## src/rtl/sym_packed_matrix_unpacker_if.sv

```systemverilog
// Stream bundle for the symmetric packed-matrix unpacker.
// The packed upper-triangle input and the full-matrix output share one interface.
interface sym_packed_matrix_unpacker_if #(
    parameter int DATA_W = 32,
    parameter int IDX_W  = 4
);
    logic              in_valid;
    logic              in_ready;
    logic [DATA_W-1:0] in_data;
    logic              out_valid;
    logic              out_ready;
    logic [DATA_W-1:0] out_data;
    logic [IDX_W-1:0]  out_row;
    logic [IDX_W-1:0]  out_col;
    logic              out_last;

    modport master (
        output in_valid, in_data, out_ready,
        input  in_ready, out_valid, out_data, out_row, out_col, out_last
    );

    modport slave (
        input  in_valid, in_data, out_ready,
        output in_ready, out_valid, out_data, out_row, out_col, out_last
    );
endinterface

```

## src/rtl/sym_packed_matrix_unpacker.sv

```systemverilog
// Buffers a packed upper-triangle symmetric matrix and replays it as a full
// NxN row-major stream, mirroring the lower triangle from stored entries.
//
// state | meaning
// LOAD  | accepting packed words into the buffer, output idle
// EMIT  | presenting full-matrix elements, input stalled
module sym_packed_matrix_unpacker #(
    parameter int DATA_W = 32,
    parameter int N      = 4,
    parameter int IDX_W  = 4
) (
    input  logic                         clk,
    input  logic                         rst,
    sym_packed_matrix_unpacker_if.slave  bus,
    output logic                         busy
);
    localparam int P  = N * (N + 1) / 2;
    localparam int AW = (P > 1) ? $clog2(P) : 1;
    localparam logic [AW-1:0]    LAST_ADDR = AW'(P - 1);
    localparam logic [IDX_W-1:0] LAST_IDX  = IDX_W'(N - 1);

    typedef enum logic {LOAD = 1'b0, EMIT = 1'b1} state_t;

    state_t            state, state_d;
    logic [AW-1:0]     wr_ptr;
    logic [DATA_W-1:0] mem [P];
    logic [IDX_W-1:0]  nxt_row, nxt_col, step_row, step_col;
    logic [AW-1:0]     nxt_addr, step_addr;
    logic              in_hs, out_hs, load_done;

    assign in_hs     = bus.in_valid && bus.in_ready;
    assign out_hs    = bus.out_valid && bus.out_ready;
    assign load_done = in_hs && (wr_ptr == LAST_ADDR);
    assign busy      = (state != LOAD) || (wr_ptr != '0);

    always_ff @(posedge clk) begin
        if (rst) state <= LOAD;
        else     state <= state_d;
    end

    always_comb begin
        state_d       = state;
        bus.in_ready  = 1'b0;
        bus.out_valid = 1'b0;
        case (state)
            LOAD: begin
                bus.in_ready = 1'b1;
                if (load_done) state_d = EMIT;
            end
            EMIT: begin
                bus.out_valid = 1'b1;
                if (bus.out_ready && bus.out_last) state_d = LOAD;
            end
            default: state_d = LOAD;
        endcase
    end

    always_ff @(posedge clk) begin
        if (in_hs && !rst) mem[wr_ptr] <= bus.in_data;
    end

    always_ff @(posedge clk) begin
        if (rst)        wr_ptr <= '0;
        else if (in_hs) wr_ptr <= load_done ? '0 : wr_ptr + AW'(1);
    end

    // Lower-triangle entries (col < row) walk down a stored column: stride N-1-col.
    always_comb begin
        step_row  = nxt_row;
        step_col  = nxt_col + IDX_W'(1);
        step_addr = nxt_addr + AW'(1);
        if (nxt_col == LAST_IDX) begin
            step_col  = '0;
            step_row  = (nxt_row == LAST_IDX) ? nxt_row : nxt_row + IDX_W'(1);
            step_addr = AW'(nxt_row) + AW'(1);
        end else if (nxt_col < nxt_row) begin
            step_addr = nxt_addr + (AW'(N - 1) - AW'(nxt_col));
        end
    end

    always_ff @(posedge clk) begin
        if (rst) begin
            bus.out_data <= '0;
            bus.out_row  <= '0;
            bus.out_col  <= '0;
            bus.out_last <= 1'b0;
            nxt_row      <= '0;
            nxt_col      <= '0;
            nxt_addr     <= '0;
        end else if (load_done) begin
            bus.out_data <= mem[0];
            bus.out_row  <= '0;
            bus.out_col  <= '0;
            bus.out_last <= 1'b0;
            nxt_row      <= '0;
            nxt_col      <= IDX_W'(1);
            nxt_addr     <= AW'(1);
        end else if (out_hs && !bus.out_last) begin
            bus.out_data <= mem[nxt_addr];
            bus.out_row  <= nxt_row;
            bus.out_col  <= nxt_col;
            bus.out_last <= (nxt_row == LAST_IDX) && (nxt_col == LAST_IDX);
            nxt_row      <= step_row;
            nxt_col      <= step_col;
            nxt_addr     <= step_addr;
        end
    end
endmodule

```

## src/flat_wrapper.sv

```systemverilog
// flat-port wrapper written by rule: the top's interface ports become plain ports
module sym_packed_matrix_unpacker_flat 
#(
    parameter int DATA_W = 32,
    parameter int N      = 4,
    parameter int IDX_W  = 4
)
  (clk, rst, busy, bus_in_valid, bus_in_data, bus_out_ready, bus_in_ready, bus_out_valid, bus_out_data, bus_out_row, bus_out_col, bus_out_last);
  sym_packed_matrix_unpacker_if #(.DATA_W(DATA_W), .IDX_W(IDX_W)) bus_i ();
  input  logic clk;
  input  logic rst;
  output logic busy;
  input wire logic [$bits(bus_i.in_valid)-1:0] bus_in_valid;
  input wire logic [$bits(bus_i.in_data)-1:0] bus_in_data;
  input wire logic [$bits(bus_i.out_ready)-1:0] bus_out_ready;
  output wire logic [$bits(bus_i.in_ready)-1:0] bus_in_ready;
  output wire logic [$bits(bus_i.out_valid)-1:0] bus_out_valid;
  output wire logic [$bits(bus_i.out_data)-1:0] bus_out_data;
  output wire logic [$bits(bus_i.out_row)-1:0] bus_out_row;
  output wire logic [$bits(bus_i.out_col)-1:0] bus_out_col;
  output wire logic [$bits(bus_i.out_last)-1:0] bus_out_last;
  assign bus_i.in_valid = bus_in_valid;
  assign bus_i.in_data = bus_in_data;
  assign bus_i.out_ready = bus_out_ready;
  assign bus_in_ready = bus_i.in_ready;
  assign bus_out_valid = bus_i.out_valid;
  assign bus_out_data = bus_i.out_data;
  assign bus_out_row = bus_i.out_row;
  assign bus_out_col = bus_i.out_col;
  assign bus_out_last = bus_i.out_last;
  sym_packed_matrix_unpacker #(.DATA_W(DATA_W), .N(N), .IDX_W(IDX_W)) u_core (.clk(clk), .rst(rst), .bus(bus_i), .busy(busy));
endmodule
```

## config.mk

```make
export PLATFORM = sky130hd
export DESIGN_NAME = sym_packed_matrix_unpacker_flat
export DESIGN_NICKNAME = d
export VERILOG_FILES = /design/src/rtl/sym_packed_matrix_unpacker_if.sv /design/src/rtl/sym_packed_matrix_unpacker.sv /design/src/flat_wrapper.sv
export SDC_FILE = /design/constraint.sdc
export NUM_CORES = 1
export LEC_CHECK = 0
export CORE_MARGIN = 10
export CORE_UTILIZATION = 50
export DETAILED_ROUTE_END_ITERATION = 7
export DONT_BUFFER_PORTS = 1
export MAX_ROUTING_LAYER = met4
export PLACE_DENSITY = 0.76
export SETUP_SLACK_MARGIN = 0.05
export SLEW_MARGIN = 20
export SYNTH_ARGS = -nofsm -noshare
export SYNTH_HDL_FRONTEND = slang
export SYNTH_SLANG_ARGS = --single-unit
```

## constraint.sdc

```tcl
create_clock -name clk -period 9.2 [get_ports clk]
set_input_delay 1.38 -clock clk [delete_from_list [all_inputs] [get_ports clk]]
set_output_delay 1.38 -clock clk [all_outputs]
set_load 0.05 [all_outputs]
```

== Word level (Yosys, flattened, before mapping) ==
Memory sizes are Yosys's and may differ from the RTL's.
Index checks and enable logic that the tools add are counted.
Word-level totals
  bits in writable memories: 320
  register bits: 58
  input bits: 36
  output and inout bits: 44
  logic and storage cells: 55
  memories kept: 1
Cells by class
  add/sub/neg operators: 6
  equal/unequal tests: 3
  magnitude comparators: 1
  reductions and logical operators: 14
  multiplexer cells: 17
  bitwise operators: 2
Memories
  u_core.mem: depth 10, width 32, read ports 2, clocked after memory_dff 0, write ports 1, line sym_packed_matrix_unpacker.sv:26  | logic [DATA_W-1:0] mem [P];
Operator list (count)
  $mux 32: 2
  $add 4x1->4 const B: 4
  $mux 4: 4
  $mux 1: 10
  $eq 4x2->1 const B: 2
  $logic_and 1x1->1: 7
  $add 4x4->4: 1
  $eq 4x4->1 const B: 1
  $lt 4x4->1: 1
  $reduce_bool 4->1: 1
  $sub 2x4->4 const A: 1
  $reduce_and 3->1: 1
  $logic_not 1->1: 2
  $not 1->1: 2
  $pmux 1 s2: 1
  $reduce_bool 2->1: 1
  $reduce_or 2->1: 1
  $logic_or 1x1->1: 1

== Depth between registers and ports, before layout ==
Gate-level depths: netlist (run 1).
  depth after elaboration: 6
  gate-level depth with buffers: 9
  depth with buffers taken out: 8

== Worst setup path after synthesis (run 1) ==
No wires, ideal clock.
  path kind: input-to-reg
  start point: input port rst
  end point: memory u_core.mem[8][0] (enable)
  library setup time: 0.513 ns
  buffers on the path: 1
  required time: 8.687 ns
  arrival: 5.084 ns
  stages on the path: 3
  slack: 3.603 ns
  cells stage by stage: clkbuf_1 > nand2b_1 > nor4b_1
On the way
  longest elaborated chain between the ends: 4
RTL lines
  from (decl): line flat_wrapper.sv:11  | input logic rst;
  $logic_not 1->1: line sym_packed_matrix_unpacker.sv:59  | if (in_hs && !rst) mem[wr_ptr] <= bus.in_data;
  $logic_and 1x1->1: line sym_packed_matrix_unpacker.sv:59
  $mux 1: line sym_packed_matrix_unpacker.sv:59
  $mux 1 (not written as such): line sym_packed_matrix_unpacker.sv:59
  to (decl): line sym_packed_matrix_unpacker.sv:26
No other way between the ends.

== Worst setup path after layout (run 1) ==
  start point: register u_core.state
  end point: output port busy
On the way
  longest elaborated chain between the ends: 1
RTL lines
  from (decl): line sym_packed_matrix_unpacker.sv:24  | state_t state, state_d;
  from (signal assigned): line sym_packed_matrix_unpacker.sv:38  | else state <= state_d;
  $logic_or 1x1->1: line sym_packed_matrix_unpacker.sv:34  | assign busy = (state != LOAD) || (wr_ptr != '0);
  to (decl): line flat_wrapper.sv:12  | output logic busy;
No other way between the ends.

==> results of run 1 <==
## path summary, 6_finish.rpt
| check | from | endpoint | cells past startpoint |
|---|---|---|---|
| max | u_core.state | busy | 2 |
| min | u_core.nxt_row[3] | u_core.bus.out_row[3] | 2 |
| max reg2reg | u_core.state | u_core.mem[9][5] | 4 |
| min reg2reg | u_core.nxt_row[3] | u_core.bus.out_row[3] | 2 |
## power by group through the flow
stage | Clock, W | Sequential, W | Combinational [W]
2_1_floorplan | 0 | 0.00192 | 0.0000322
3_3_place_gp | 0 | 0.00192 | 0.0000404
4_1_cts | 0.00144 | 0.00188 | 0.0000444
3_5_place_dp | 0 | 0.00192 | 0.0000439
6_report | 0.00142 | 0.00188 | 0.0000441
5_1_grt | 0.00150 | 0.00188 | 0.0000477
## stage by stage
stage	setup WS, ns	instance area [um2]	total power (W)	util
floorplan	3.60	15000	0.00195	-
global placement	5.28	15400	0.00196	0.518
detailed placement	5.12	15400	0.00196	0.519
CTS	5.62	16500	0.00337	0.557
global route	5.56	16700	0.00343	0.562
finish	5.65	16700	0.00334	0.562
## logic make-up after synthesis
logic type,synth area share
fa+ha+maj,0.0130
compound gates,0.0506
buf+inv,0.0265
mux,0.136
simple gates,0.0502
xor+xnor,0.00757
flops,0.716
## sequential cells by signal (all words and copies together) (netlist names)
signal               count
u_core.bus.out_col       4
u_core.bus.out_data     32
u_core.bus.out_last      1
u_core.bus.out_row       4
u_core.mem             320
u_core.nxt_addr          4
u_core.nxt_col           4
u_core.nxt_row           4
u_core.state             1
u_core.wr_ptr            4
## area by class of cell
class / count / area (um2)
inverters: 13 / 48.8
flip-flops and latches: 378 / 10800
well taps: 390 / 488
fillers: 2210 / 13000
repair buffers: 18 / 255
multi-input cells: 440 / 3950
clock buffers: 56 / 1060
clock inverters: 11 / 73.8
## routing by layer
layer  track usage  part of all wire  routed length [um]  vias to the layer above
li1              -                 -                   -                     3490
met1         0.208              0.40               12600                     4050
met2         0.262              0.50               15600                      263
met3        0.0494             0.084                2630                       47
met4        0.0443             0.018                 550                        0
met5             -                 0                   0                        -
## cell usage in the layout, fill, tap and decap left out, types with 21 or more instances in the layout
cell type / n
edfxtp_1: 320
mux2i_1: 36
nand3_1: 33
clkbuf_16: 38
o22ai_1: 27
mux4_2: 62
mux2_2: 21
dfxtp_1: 55
nand2_1: 53
a21oi_1: 71
## critical path, stage by stage, from the launching register on
cell	delay, ns
dfxtp_1	0.71
inv_1	0.41
nand3_1	0.52
==> results.cfg, run 1 <==
[critical_path]
worst_ep_arrival_time_ns = 2.17
crit_fanout = 6
reg2reg_slack_ns = 6.08
crit_required_ns = 7.82
cp-end-kind = primary output
start_kind = flop
crit_type = flop to primary output

[clocking]
numCtsBuffers = 38
cts_tree = built
cts_sinks = 378
post_cts_buffers = 0
cts_root_buffer = clkbuf_16
cts-htree-levels = 2
cts.clk_slew.worst_paths_ns = 0.06
cts_resized = 0
hold_buffers = 0
clk_path_buf_depth = 3
clk_latency_ns = 0.53

[job]
maxCapViolations = 0

[global_route]
grt_pass1_vias = 7934
overflow = 0
grt_max_degree = 62
grt_use_total = 0.167
antenna_found_initial = 0
grt_pass1_wl_um = 48200

[synth]
synth_nets = 938
ys_warn_count = 0
synthFlopType = edfxtp_1
ys_async_sr_fraction = 0
yosysSeqAreaShare = 0.716
synth-seq-cells = 378
synth_edf_count = 320
synthTopCellsByCount = 320 x edfxtp_1, 71 x a21oi_1, 62 x mux4_2
avgSynthCellArea_um2 = 17.0
synth_top_cell_area_share = 0.639
syn_inst = 887
synth_most_common_cell = edfxtp_1
synth_cell_types = 50
synthTopCellsByArea = edfxtp_1 64%, mux4_2 9.3%, dfxtp_1 7.7%
netlist_area_mm2 = 0.0150
synth_top_cell_by_area = edfxtp_1

[power_and_ir_drop]
seqPwrFrac = 0.563
p_switching_w = 0.000651
comb_power_share = 0.013
internal_power_w = 0.00269
p_per_area_mw_per_mm2 = 201
switching_share = 0.195
p_leak_nw = 5.10
peakVddDrop_mv = 0.182
p_clk_frac = 0.424

[placed_design]
dp.cells = 1234
dp_hpwl_um = 17000
gp_congestion = 0.794
io_buffers = 0

[timing]
rsz0062_at_grt = false
post-route-period-util = 0.386
fmax_mhz = 282
maxSlewViolCount = 0
setup_violations = 0
min_period_ns = 3.55
fin_tns_setup_ns = 0
worst_pin_slew_ns = 0.951
maxSlewHeadroom = 0.366
fin_skew_ns = 0.0197
hold_viol = 0
hold_ws_ns = 0.509

[route]
vias = 7850
wire_per_inst_um = 24.0
drt_iter0_drc = 637
firstDrtPassIters = 5
via_per_inst = 6.01
drc_errors = 0
wl_um = 31400
ant_nets = 0

[floorplan]
dieArea_mm2 = 0.0374
std_cell_rows = 63
start_util = 0.508
fp.dieW_um = 193
die_y_um = 193
ios = 80
core_mm2 = 0.0296

[final_layout]
synthToLayoutAreaGrowth_pct = 10.7
fin_cells = 1306
nets = 940
drive_gt1_frac = 0.183
antenna_cells = 0

[outcome]
status = completed

[worst_hold_path]
holdCritPathClass = flop to flop
(Power assumes the default switching activity.)
==> inputs of run 2 (changes only) <==
- clock period: 9.2 -> 3.5 ns (I/O delays scaled with it)
==> run 2 against run 1 <==
Effect of this change: die area did not move; worst setup slack got worse by 4.9 ns; routed wire length rose by 6.5%; via count rose by 1.8%; non-clock buffer count rose by 7; global-route usage rose by 1.1 points; hold slack got worse by 0.42 ns; highest routed layer unchanged; sequential share of layout area fell by 0.30 points; largest cell class unchanged; sequential power rose to 2.6 times the previous value; critical path depth did not move; clock power rose to 2.8 times the previous value; first-iteration DRC count rose by 26%.
==> results.cfg, run 2 (synthesis results as in run 1) <==
[placed_design]
dp_hpwl_um = 18900
dp.cells = 1246
gp_congestion = 0.776
io_buffers = 0

[route]
wl_um = 33400
vias = 7993
wire_per_inst_um = 25.4
drt_iter0_drc = 801
drc_errors = 0
firstDrtPassIters = 5
via_per_inst = 6.07
ant_nets = 0

[clocking]
post_cts_buffers = 0
hold_buffers = 0
clk_latency_ns = 0.53
cts.clk_slew.worst_paths_ns = 0.06
cts_tree = built
cts_resized = 0
cts_sinks = 378
clk_path_buf_depth = 3
numCtsBuffers = 38
cts-htree-levels = 2
cts_root_buffer = clkbuf_16

[critical_path]
rr_worst_depth = 5
crit_fanout = 6
cpPeakStageDelay_ns = 0.72
r2r_end = u_core.mem[5][25]
crit_path_cell_trace = inv_1 > nand3_1
reg2reg_from = u_core.state
cp_slowest_cell = dfxtp_1
worst_ep_arrival_time_ns = 2.25
crit_buf_inv = 1
crit_type = flop to primary output
critPathTopFamily = flip-flops
start_kind = flop
cp-end-kind = primary output
reg2reg_slack_ns = 0.99
crit_required_ns = 2.97

[timing]
fin_tns_setup_ns = 0
setup_violations = 0
fin_skew_ns = 0.0122
rsz0062_at_grt = false
hold_viol = 0
maxSlewViolCount = 0
maxSlewHeadroom = 0.260
fmax_mhz = 361
worst_pin_slew_ns = 1.11
min_period_ns = 2.77
post-route-period-util = 0.792

[floorplan]
core_mm2 = 0.0296
fp.dieW_um = 193
ios = 80
die_y_um = 193
dieArea_mm2 = 0.0374
start_util = 0.508
std_cell_rows = 63

[power_and_ir_drop]
p_per_area_mw_per_mm2 = 541
internal_power_w = 0.00731
seqPwrFrac = 0.547
p_clk_frac = 0.440
p_switching_w = 0.00175
comb_power_share = 0.013
switching_share = 0.193
peakVddDrop_mv = 0.407
p_leak_nw = 5.15

[final_layout]
fin_cells = 1316
layout_commonest_cell = edfxtp_1
layout_common_cells = 320 x edfxtp_1, 71 x a21oi_1, 62 x mux4_2
fillCellCount = 2233
reg_top3 = u_core.mem: 320 flops, u_core.bus.out_data: 32 flops
nets = 947
antenna_cells = 0
fin_util = 0.564
synthToLayoutAreaGrowth_pct = 11.2
largest_register_ffs = 320
drive_gt1_frac = 0.192
top_register = u_core.mem

[global_route]
overflow = 0
grt_use_total = 0.179
grt_max_degree = 59
grt_pass1_wl_um = 50900
grt_pass1_vias = 8101
antenna_found_initial = 0

[worst_hold_path]
hp-start = bus_in_data[23]
whs_path_depth = 0
worstHoldEndpoint = u_core.mem[1][23]
holdCritPathClass = primary input to flop

[outcome]
status = completed

[job]
maxCapViolations = 0
==> run 2: cell count changes in the layout (fill, tap and decap cells not counted), sizes merged <==
cell,previous run,this run
clkbuf,56,55
inv,14,15
buf,18,25
clkinv,10,9
bufinv,0,3
clkinvlp,0,1
==> run 2: area by class of cell <==
| class | instances | area [um2] | area share |
|---|---|---|---|
| flip-flops and latches | 378 | 10800 | 0.644 |
| multi-input cells | 440 | 3960 | 0.237 |
| clock buffers | 55 | 1060 | 0.0631 |
| well taps | 390 | 488 | 0.0292 |
| repair buffers | 25 | 238 | 0.0142 |
| clock inverters | 15 | 164 | 0.00980 |
| inverters | 13 | 48.8 | 0.00292 |
==> run 2: how the worst max path moves through the flow <==
stage | start | endpoint | cells past startpoint
6_report | u_core.state | busy | 2
5_1_grt | u_core.state | busy | 2
4_1_cts | u_core.state | busy | 2
3_5_place_dp | u_core.state | u_core.mem[5][28] | 5
3_3_place_gp | u_core.state | u_core.mem[5][27] | 5
2_1_floorplan | rst | u_core.mem[8][0] | 3
==> run 2: stage by stage <==
step | power, W | area [um2] | setup slack, ns | hold WS (ns)
global placement | 0.00516 | 15500 | 1.02 | 0.499
detailed placement | 0.00516 | 15500 | 0.990 | 0.503
finish | 0.00905 | 16700 | 0.729 | 0.0870
global route | 0.00930 | 16700 | 0.627 | 0.0648
floorplan | 0.00512 | 15100 | 0.344 | 0.470
CTS | 0.00910 | 16700 | 0.698 | 0.0676
==> run 2: worst reg2reg max path: stages, from the launching register on <==
cell     delay [ns]
dfxtp_1        0.52
nor2b_1        0.20
buf_4          0.20
nand3_1        0.34
nor2_4         0.64
buf_4          0.33
==> run 2: power groups by stage <==
stage	sequential, W	combinational [W]	clock (W)
finish	0.00495	0.000119	0.00398
floorplan	0.00504	0.0000849	0
global route	0.00495	0.000128	0.00422
global placement	0.00504	0.000116	0
detailed placement	0.00504	0.000117	0
CTS	0.00495	0.000120	0.00403
==> run 2: layer usage <==
metal / part of all wire / global-route usage / up-vias
met5: 0 / - / -
met2: 0.49 / 0.282 / 368
met1: 0.40 / 0.222 / 4063
met3: 0.094 / 0.0494 / 62
li1: - / - / 3500
met4: 0.019 / 0.0504 / 0
